**src/rtl/seg_scan_pkg.sv**
```systemverilog
// seg_scan_pkg
// Shared constants and types for the 7-segment scan reader.
//   SEG_BLANK      : all segments off (active-low)
//   AN_OFF         : all anodes off (active-low)
//   HEX_SEG_TABLE  : hex digit -> active-low gfedcba pattern, entry [n] is digit n
//   digit_idx_t    : index of one of the 8 display digits
package seg_scan_pkg;

    localparam logic [6:0] SEG_BLANK = 7'h7F;
    localparam logic [7:0] AN_OFF    = 8'hFF;

    typedef logic [2:0] digit_idx_t;

    // Packed so that the rightmost entry is digit 0 and the leftmost is digit F.
    localparam logic [15:0][6:0] HEX_SEG_TABLE = {
        7'h0E, 7'h06, 7'h21, 7'h46,   // F E d C
        7'h03, 7'h08, 7'h10, 7'h00,   // b A 9 8
        7'h78, 7'h02, 7'h12, 7'h19,   // 7 6 5 4
        7'h30, 7'h24, 7'h79, 7'h40    // 3 2 1 0
    };

endpackage

```
**src/rtl/seg_scan_reader_hex_to_seg.sv**
```systemverilog
// hex_to_seg
// Combinational hex digit to 7-segment decoder (active-low segments).
//   hex : 4-bit digit value
//   seg : segment pattern, seg[6:0] = g,f,e,d,c,b,a, 0 = segment lit
module hex_to_seg
    import seg_scan_pkg::*;
(
    input  logic [3:0] hex,
    output logic [6:0] seg
);

    assign seg = HEX_SEG_TABLE[hex];

endmodule

```
**src/rtl/seg_scan_reader.sv**
```systemverilog
// seg_scan_reader
// Read side of the 8-nibble digit store. Takes a snapshot of the store once
// per frame and scans the 8 nibbles onto a common-anode 7-segment display as
// hex, with optional leading-zero blanking and a blinking edit cursor.
//   clk        : system clock
//   rst_n      : asynchronous active-low reset
//   numStorage : digit store, nibble k is display digit k (digit 0 rightmost)
//   cursorSel  : digit currently being edited
//   cursorEn   : enables cursor blink and decimal point
//   blankEn    : enables leading-zero blanking
//   an         : anode enables, active-low, an[k] drives digit k
//   seg        : segments, active-low, g..a
//   dp         : decimal point, active-low
//   frameStart : one-cycle pulse on the cycle the snapshot loads
module seg_scan_reader
    import seg_scan_pkg::*;
#(
    parameter int REFRESH_DIV  = 100000,
    parameter int BLINK_FRAMES = 64
) (
    input  logic        clk,
    input  logic        rst_n,
    input  logic [31:0] numStorage,
    input  logic [2:0]  cursorSel,
    input  logic        cursorEn,
    input  logic        blankEn,
    output logic [7:0]  an,
    output logic [6:0]  seg,
    output logic        dp,
    output logic        frameStart
);

    localparam int PW = $clog2(REFRESH_DIV);
    localparam int FW = (BLINK_FRAMES > 1) ? $clog2(BLINK_FRAMES) : 1;

    logic [PW-1:0] presc;
    digit_idx_t    idx;
    logic [31:0]   snap;
    logic          primed;
    logic [FW-1:0] frame_cnt;
    logic          blink;

    logic          tick;
    logic          frame_end;
    logic [3:0]    nibble;
    logic [6:0]    seg_dec;
    logic          lead_zero;
    logic          cursor_hit;
    logic          cursor_blank;

    assign tick      = (presc == PW'(REFRESH_DIV - 1));
    assign frame_end = tick && (idx == 3'd7);

    // Prescaler and digit slot counter.
    always_ff @(posedge clk or negedge rst_n) begin
        if (!rst_n) begin
            presc <= '0;
            idx   <= '0;
        end else if (tick) begin
            presc <= '0;
            idx   <= idx + 3'd1;
        end else begin
            presc <= presc + PW'(1);
        end
    end

    // The store is only sampled at the prime and at frame boundaries, so a
    // write landing mid-frame can never tear a frame.
    always_ff @(posedge clk or negedge rst_n) begin
        if (!rst_n) begin
            snap       <= '0;
            primed     <= 1'b0;
            frameStart <= 1'b0;
        end else begin
            frameStart <= !primed || frame_end;
            if (!primed) begin
                snap   <= numStorage;
                primed <= 1'b1;
            end else if (frame_end) begin
                snap   <= numStorage;
            end
        end
    end

    // Blink phase flips every BLINK_FRAMES completed frames.
    always_ff @(posedge clk or negedge rst_n) begin
        if (!rst_n) begin
            frame_cnt <= '0;
            blink     <= 1'b0;
        end else if (frame_end) begin
            if (frame_cnt == FW'(BLINK_FRAMES - 1)) begin
                frame_cnt <= '0;
                blink     <= ~blink;
            end else begin
                frame_cnt <= frame_cnt + FW'(1);
            end
        end
    end

    assign nibble = snap[{idx, 2'b00} +: 4];

    hex_to_seg u_hex_to_seg (
        .hex (nibble),
        .seg (seg_dec)
    );

    // A digit is a leading zero when it and every digit above it are zero;
    // digit 0 always stays lit so a zero value still shows "0".
    assign lead_zero    = blankEn && (idx != 3'd0) && ((snap >> {idx, 2'b00}) == 32'd0);
    assign cursor_hit   = cursorEn && (idx == cursorSel);
    assign cursor_blank = cursor_hit && blink;

    // Output register, refreshed every cycle from the current slot.
    always_ff @(posedge clk or negedge rst_n) begin
        if (!rst_n) begin
            an  <= AN_OFF;
            seg <= SEG_BLANK;
            dp  <= 1'b1;
        end else begin
            an  <= (lead_zero || cursor_blank) ? AN_OFF : ~(8'd1 << idx);
            seg <= seg_dec;
            dp  <= !(cursor_hit && !cursor_blank);
        end
    end

endmodule

```
**config.mk**
```make
export PLATFORM = sky130hd
export DESIGN_NAME = seg_scan_reader
export DESIGN_NICKNAME = d
export VERILOG_FILES = /design/src/rtl/seg_scan_pkg.sv /design/src/rtl/seg_scan_reader_hex_to_seg.sv /design/src/rtl/seg_scan_reader.sv
export SDC_FILE = /design/constraint.sdc
export NUM_CORES = 1
export LEC_CHECK = 0
export BUFFER_PORTS_ARGS = -buffer_cell sky130_fd_sc_hd__buf_4
export CAP_MARGIN = 25
export CORE_ASPECT_RATIO = 1.1
export CORE_MARGIN = 2
export CORE_UTILIZATION = 57
export DETAILED_ROUTE_END_ITERATION = 8
export PLACE_DENSITY_LB_ADDON = 0.15
export SYNTH_ARGS = -nofsm -noshare
export SYNTH_HDL_FRONTEND = slang
export SYNTH_SLANG_ARGS = --single-unit
```
**constraint.sdc**
```tcl
create_clock -name clk -period 3.9 [get_ports clk]
set_input_delay 0.195 -clock clk [delete_from_list [all_inputs] [get_ports clk]]
set_output_delay 0.195 -clock clk [all_outputs]
set_load 0.05 [all_outputs]
```
==> results of run 1 <==
==> path summary, 6_finish.rpt <==
check,start,end,cells past startpoint
min in group asynchronous,rst_n,frame_cnt[2],2
setup reg to reg,idx[0],an[7],7
setup / recovery,idx[0],an[7],7
max in group asynchronous,rst_n,seg[3],3
hold reg to reg,frame_cnt[4],frame_cnt[4],1
hold / removal,numStorage[30],snap[30],2
==> kinds of logic (layout without fill, tap and decap cells) <==
kind of cell | Yosys count | in the layout
xor+xnor | 22 | 22
flops | 77 | 77
compound gates | 31 | 31
fa+ha+maj | 14 | 14
mux | 51 | 51
buf+inv | 19 | 82
simple gates | 101 | 101
other cells | 1 | 1
==> registers in the layout (all words and copies together), names as in the netlist <==
register    flops
frame_cnt       6
blink           1
presc          17
frameStart      1
dp              1
snap           32
seg             7
an              8
idx             3
primed          1
==> metal layers <==
metal	share of wire	global-route usage	up-vias
met5	0	0	-
met4	0.014	0.0750	0
met3	0.051	0.0482	10
met2	0.47	0.316	75
met1	0.46	0.321	1275
li1	-	-	1258
==> stage by stage <==
| stage | setup slack [ps] | std cells | hold WS, ps | area [um2] |
|---|---|---|---|---|
| 6_report | 552 | 461 | 56.0 | 4540 |
| 5_1_grt | 150 | 461 | 41.4 | 4540 |
| 3_5_place_dp | 602 | 443 | 390 | 4260 |
| 4_1_cts | 565 | 459 | 7.26 | 4500 |
| 2_1_floorplan | 1160 | 316 | -101 | 3810 |
| 3_3_place_gp | 811 | 443 | 388 | 4260 |
==> layout make-up <==
type	instances	area, um2	share of cell area
clock buffer	12	165	0.0364
multi-input combinational	220	1760	0.388
clock inverter	4	77.6	0.0171
tap	82	103	0.0226
sequential	77	1950	0.429
inverter	8	30.0	0.00661
timing repair buffer	58	458	0.101
==> cell usage after synthesis (3+ instances only) <==
| master | instances | share of area |
|---|---|---|
| and3_1 | 5 | 0.0082 |
| mux2_1 | 29 | 0.086 |
| xnor2_1 | 17 | 0.039 |
| a211oi_1 | 3 | 0.0059 |
| inv_1 | 7 | 0.0069 |
| mux2i_1 | 8 | 0.021 |
| nor3_1 | 3 | 0.0039 |
| nor2_1 | 24 | 0.024 |
| and2_1 | 3 | 0.0049 |
| o21ai_0 | 7 | 0.0092 |
| mux4_2 | 6 | 0.035 |
| a21oi_1 | 3 | 0.0039 |
| dfstp_2 | 16 | 0.11 |
| nand3_1 | 12 | 0.016 |
| nor4_1 | 6 | 0.0098 |
| dfrtp_1 | 61 | 0.40 |
| nand2_1 | 22 | 0.022 |
| mux2_2 | 8 | 0.024 |
| buf_8 | 3 | 0.012 |
| o211ai_1 | 3 | 0.0059 |
| clkbuf_1 | 6 | 0.0059 |
| ha_1 | 14 | 0.046 |
| xor2_1 | 5 | 0.011 |
| nand4_1 | 11 | 0.018 |
==> power by group <==
group	internal [mW]	switching, mW	total, mW
sequential	0.853	0.0344	0.888
combinational	0.100	0.128	0.228
clock	0.416	0.290	0.706
==> critical path: cells and delay by family (launching register included) <==
kind	cells	cell delay (ps)
fa+ha+maj	1	290
simple gates	2	380
flops	1	830
compound gates	2	730
mux	2	1030
==> repair_timing <==
action,in CTS,in global routing
hold buffers,0,1
setup endpoints to repair,0,0
hold endpoints to repair,0,61
==> run metrics, run 1 <==
initial DRC count=roughly 130; setup bufs post-CTS=0; count of cell types in the netlist=between 50 and 60; fill count=a little under 500; GPL Wtd Cong=just over 0.9; Core Area=around 6500 um2; RSZ-0062 raised after global routing=false; CP Launch Type=register; Root Driver=clkbuf_8; row count=31; Post-Route WL=7300 um; Worst Skew=around 11 ps; Syn Area/Cell=between 10 and 15 um2; Num CTS Buffers=9; critical path's slowest cell=dfrtp_1; Final nets=roughly 430; Initial Utilization=0.585; Diodes inserted=0; Initial DRT Pass Iterations=4; pin count of the biggest net entering global routing=a little under 80; number of routed nets with antenna violations=0; Synth Area in XOR/XNOR=0.0505; endpoints failing setup=0; Die W=between 80 and 90 um; Core Util, Final=0.697; initial antenna violation count=0; period utilisation layout=0.859; Total GRT Usage=0.217; Final Slew Violations=0; FFs w/ async S/R, synth=1.00; Max VDD drop=0.000373 V; main combinational cell family by area after synthesis=multiplexers; Crit Path Max Fanout=20; number of global-route vias before repair=2554; clock buffer depth=2; DIE AREA=about 7400 um2; endpoints failing hold=0; share of cells above drive strength 1=0.285; FMAX=around 300 MHz; headroom to the max-slew limit=0.480; critical path, cell by cell=mux4_2 > mux2i_1 > ha_1 > nand2_1 > a2111oi_0 > nand3_1 > a32oi_1; area delta synth->final=19.0%; PortBufs=55; global route overflow=0; category of the most critical setup path=reg2reg; post-synthesis mux area share=0.166; most common cell after layout, fill and taps aside=dfrtp_1; complex-gate fraction of the synthesized area=0.0577; CP Capture Type=register; first-pass GRT wire length=12200 um; TritonCTS clock tree=built; Post-synth EDFFs=0; synthesis-stage register bit count=77; commonest non-fill, non-tap cells in the layout=dfrtp_1 (61), buf_4 (56), mux2_1 (29); Max Cap Viol=0; power density cells=between 400 and 500 nW/um2; # IOs=between 50 and 60; clock sink total=just under 80; sequential area share after synthesis=0.510; Post-Syn Instances=between 300 and 400; Critical Path AT=approximately 3600 ps; Tmin final=about 3300 ps; adder-cell share of the synthesized area=0.0459; Worst EP required=around 4200 ps; final setup TNS=0 ps; Routed wire per std cell=approximately 16 um; Worst Tran Pin Value=just under 800 ps; Clock Latency Late Sink=roughly 350 ps; post-cts resize count=0; Synth Cell Area=around 3800 um2; status=finished, final reports clean; static leakage=between 1.5 and 2 nW; syn nets=between 300 and 400; Worst Hold Class=in2reg; Die H=between 80 and 90 um; hpwl dp=approximately 5200 um; crit-path max cell delay=830 ps; r2r setup slk=approximately 550 ps; Worst-path clk slew=80 ps; Remaining DRCs=0; Vias/cell=5.68; H-tree levels=3; Tot Pwr=between 1.5 and 2 mW; Synth Area in Simple Gates=0.141; Post-synth top flop=dfrtp_1; vias=around 2600; Yosys Warn Count=0
Power figures use the tool's default switching activity.
==> run 2, diff against run 1 <==
- CORE_UTILIZATION: 57 -> 43
==> run metrics, run 2 (synthesized netlist as in run 1, its figures left out) <==
register area=1950 um2 (unchanged); row count=36 (+16%); status=finished, final reports clean; setup bufs post-CTS=0 (unchanged); initial antenna violation count=0 (unchanged); endpoints failing hold=0 (unchanged); Num CTS Buffers=9 (unchanged); max reg flops=32 (unchanged); Remaining DRCs=0 (unchanged); final setup TNS=0 ps (unchanged); static leakage=1.93 nW (-1.4%); worst hold slack=58.1 ps (+2.05 ps); Worst-path clk slew=80 ps (about the same); met3 Use GR=0.0336 (-0.0146); clock buffer depth=2 (unchanged); Diodes inserted=0 (unchanged); Initial DRT Pass Iterations=4 (unchanged); grt peak-use layer=met2; Max Cap Viol=0 (unchanged); PortBufs=55 (unchanged); clock sink total=77 (unchanged); Vias/cell=5.36 (-5.6%); number of routed nets with antenna violations=0 (unchanged); Final nets=427 (unchanged); Worst Tran Pin Value=772 ps (-8.18 ps); Worst Hold Depth=2 (unchanged); Tot Pwr=1.65 mW (-9.3%); Die H=103 um (+14%); Core Area=8740 um2 (+34%); Post-Route WL=7430 um (+1.8%); H-tree levels=3 (unchanged); initial DRC count=103 (-21%); Core Util, Final=0.516 (-0.180); Tmin final=3190 ps (-162 ps); met1 usage=0.227 (-0.0940); power density cells=366 nW/um2 (-8.7%); Die W=93.8 um (+14%); Clock Latency Late Sink=350 ps (about the same); RSZ-0062 raised after global routing=false; hpwl dp=5460 um (+4.9%); area of the multi-input gates=1760 um2 (unchanged); FMAX=314 MHz (+5.1%); Worst EP required=4170 ps (about the same); GR Layer Usage met2=0.254 (-0.0613); origin of the worst min-delay path=numStorage[27]; CP Launch Type=register; commonest non-fill, non-tap cells in the layout=dfrtp_1 (61), buf_4 (56), mux2_1 (29); area delta synth->final=18.3%; Final Slew Violations=0 (unchanged); Top reg by flops=snap; TritonCTS clock tree=built; Initial Utilization=0.437 (-0.149); endpoints failing setup=0 (unchanged); Root Driver=clkbuf_8; Critical Path AT=3450 ps (-170 ps); Reg2Reg Depth=7 (unchanged); category of the most critical setup path=reg2reg; Routed wire per std cell=15.1 um (-4.6%); GPL Wtd Cong=0.909 (-2.7%); global route overflow=0 (unchanged); first-pass GRT wire length=12300 um (+0.17%); Worst Hold Class=in2reg; fill count=795 (+62%); Crit Path Max Fanout=20 (unchanged); crit path launch=idx[0]; period utilisation layout=0.817 (-0.0416); DIE AREA=9640 um2 (+31%); worst reg2reg startpoint=idx[0]; pin count of the biggest net entering global routing=78 (unchanged); most common cell after layout, fill and taps aside=dfrtp_1; headroom to the max-slew limit=0.485 (+0.00545); number of global-route vias before repair=2480 (-2.9%); CP Capture Type=register; r2r setup slk=710 ps (+160 ps); Worst Skew=14.3 ps (+3.60 ps); vias=2638 (+0.76%); top flop regs=snap (32), presc (17), an (8); Max VDD drop=0.000173 V (-54%); Total GRT Usage=0.166 (-0.0507); # IOs=56 (unchanged); share of cells above drive strength 1=0.283 (-0.00189)
## run 2: metrics by stage
stage | worst slack [ps] | instance area (um2) | cells
2_1_floorplan | 1160 | 3810 | 316
6_report | 714 | 4510 | 492
4_1_cts | 678 | 4480 | 490
3_5_place_dp | 695 | 4300 | 475
5_1_grt | 331 | 4510 | 492
3_3_place_gp | 786 | 4300 | 475
## run 2: layer usage
layer,part of all wire,up-vias
met4,0.020,0
met5,0,-
met2,0.47,58
met3,0.049,13
met1,0.46,1315
li1,-,1252
## run 2: repair_timing
| action | 4_1_cts | 5_1_grt |
|---|---|---|
| hold endpoints to repair | 0 | 61 |
| hold buffers | 0 | 1 |
| gates resized for setup | 0 | 0 |
| endpoints found under the setup margin | 0 | 0 |
## run 2: report_power, final
part	switching (mW)	total, mW	internal [mW]
combinational	0.126	0.226	0.100
clock	0.278	0.538	0.260
sequential	0.0356	0.889	0.853
## run 2: worst max-delay path, stage by stage, from the launching register on
cell       delay, ps
dfrtp_1          850
mux4_2           580
mux2i_1          380
ha_1             280
nand2_1           70
a2111oi_0        380
nand3_1          300
a32oi_1          280
## run 2: cell type report
| cell class | count | area share |
|---|---|---|
| inverter | 8 | 0.00665 |
| sequential | 77 | 0.431 |
| clock buffer | 11 | 0.0335 |
| timing repair buffer | 58 | 0.101 |
| multi-input combinational | 220 | 0.390 |
| tap | 114 | 0.0316 |
| clock inverter | 4 | 0.00527 |
## run 2: final timing paths
| path | endpoint |
|---|---|
| worst max-delay path | an[7] |
| worst min-delay path | snap[27] |
| worst max register to register | an[7] |
| worst min register to register | frame_cnt[4] |
| max in group asynchronous | an[5] |
| min in group asynchronous | frame_cnt[1] |
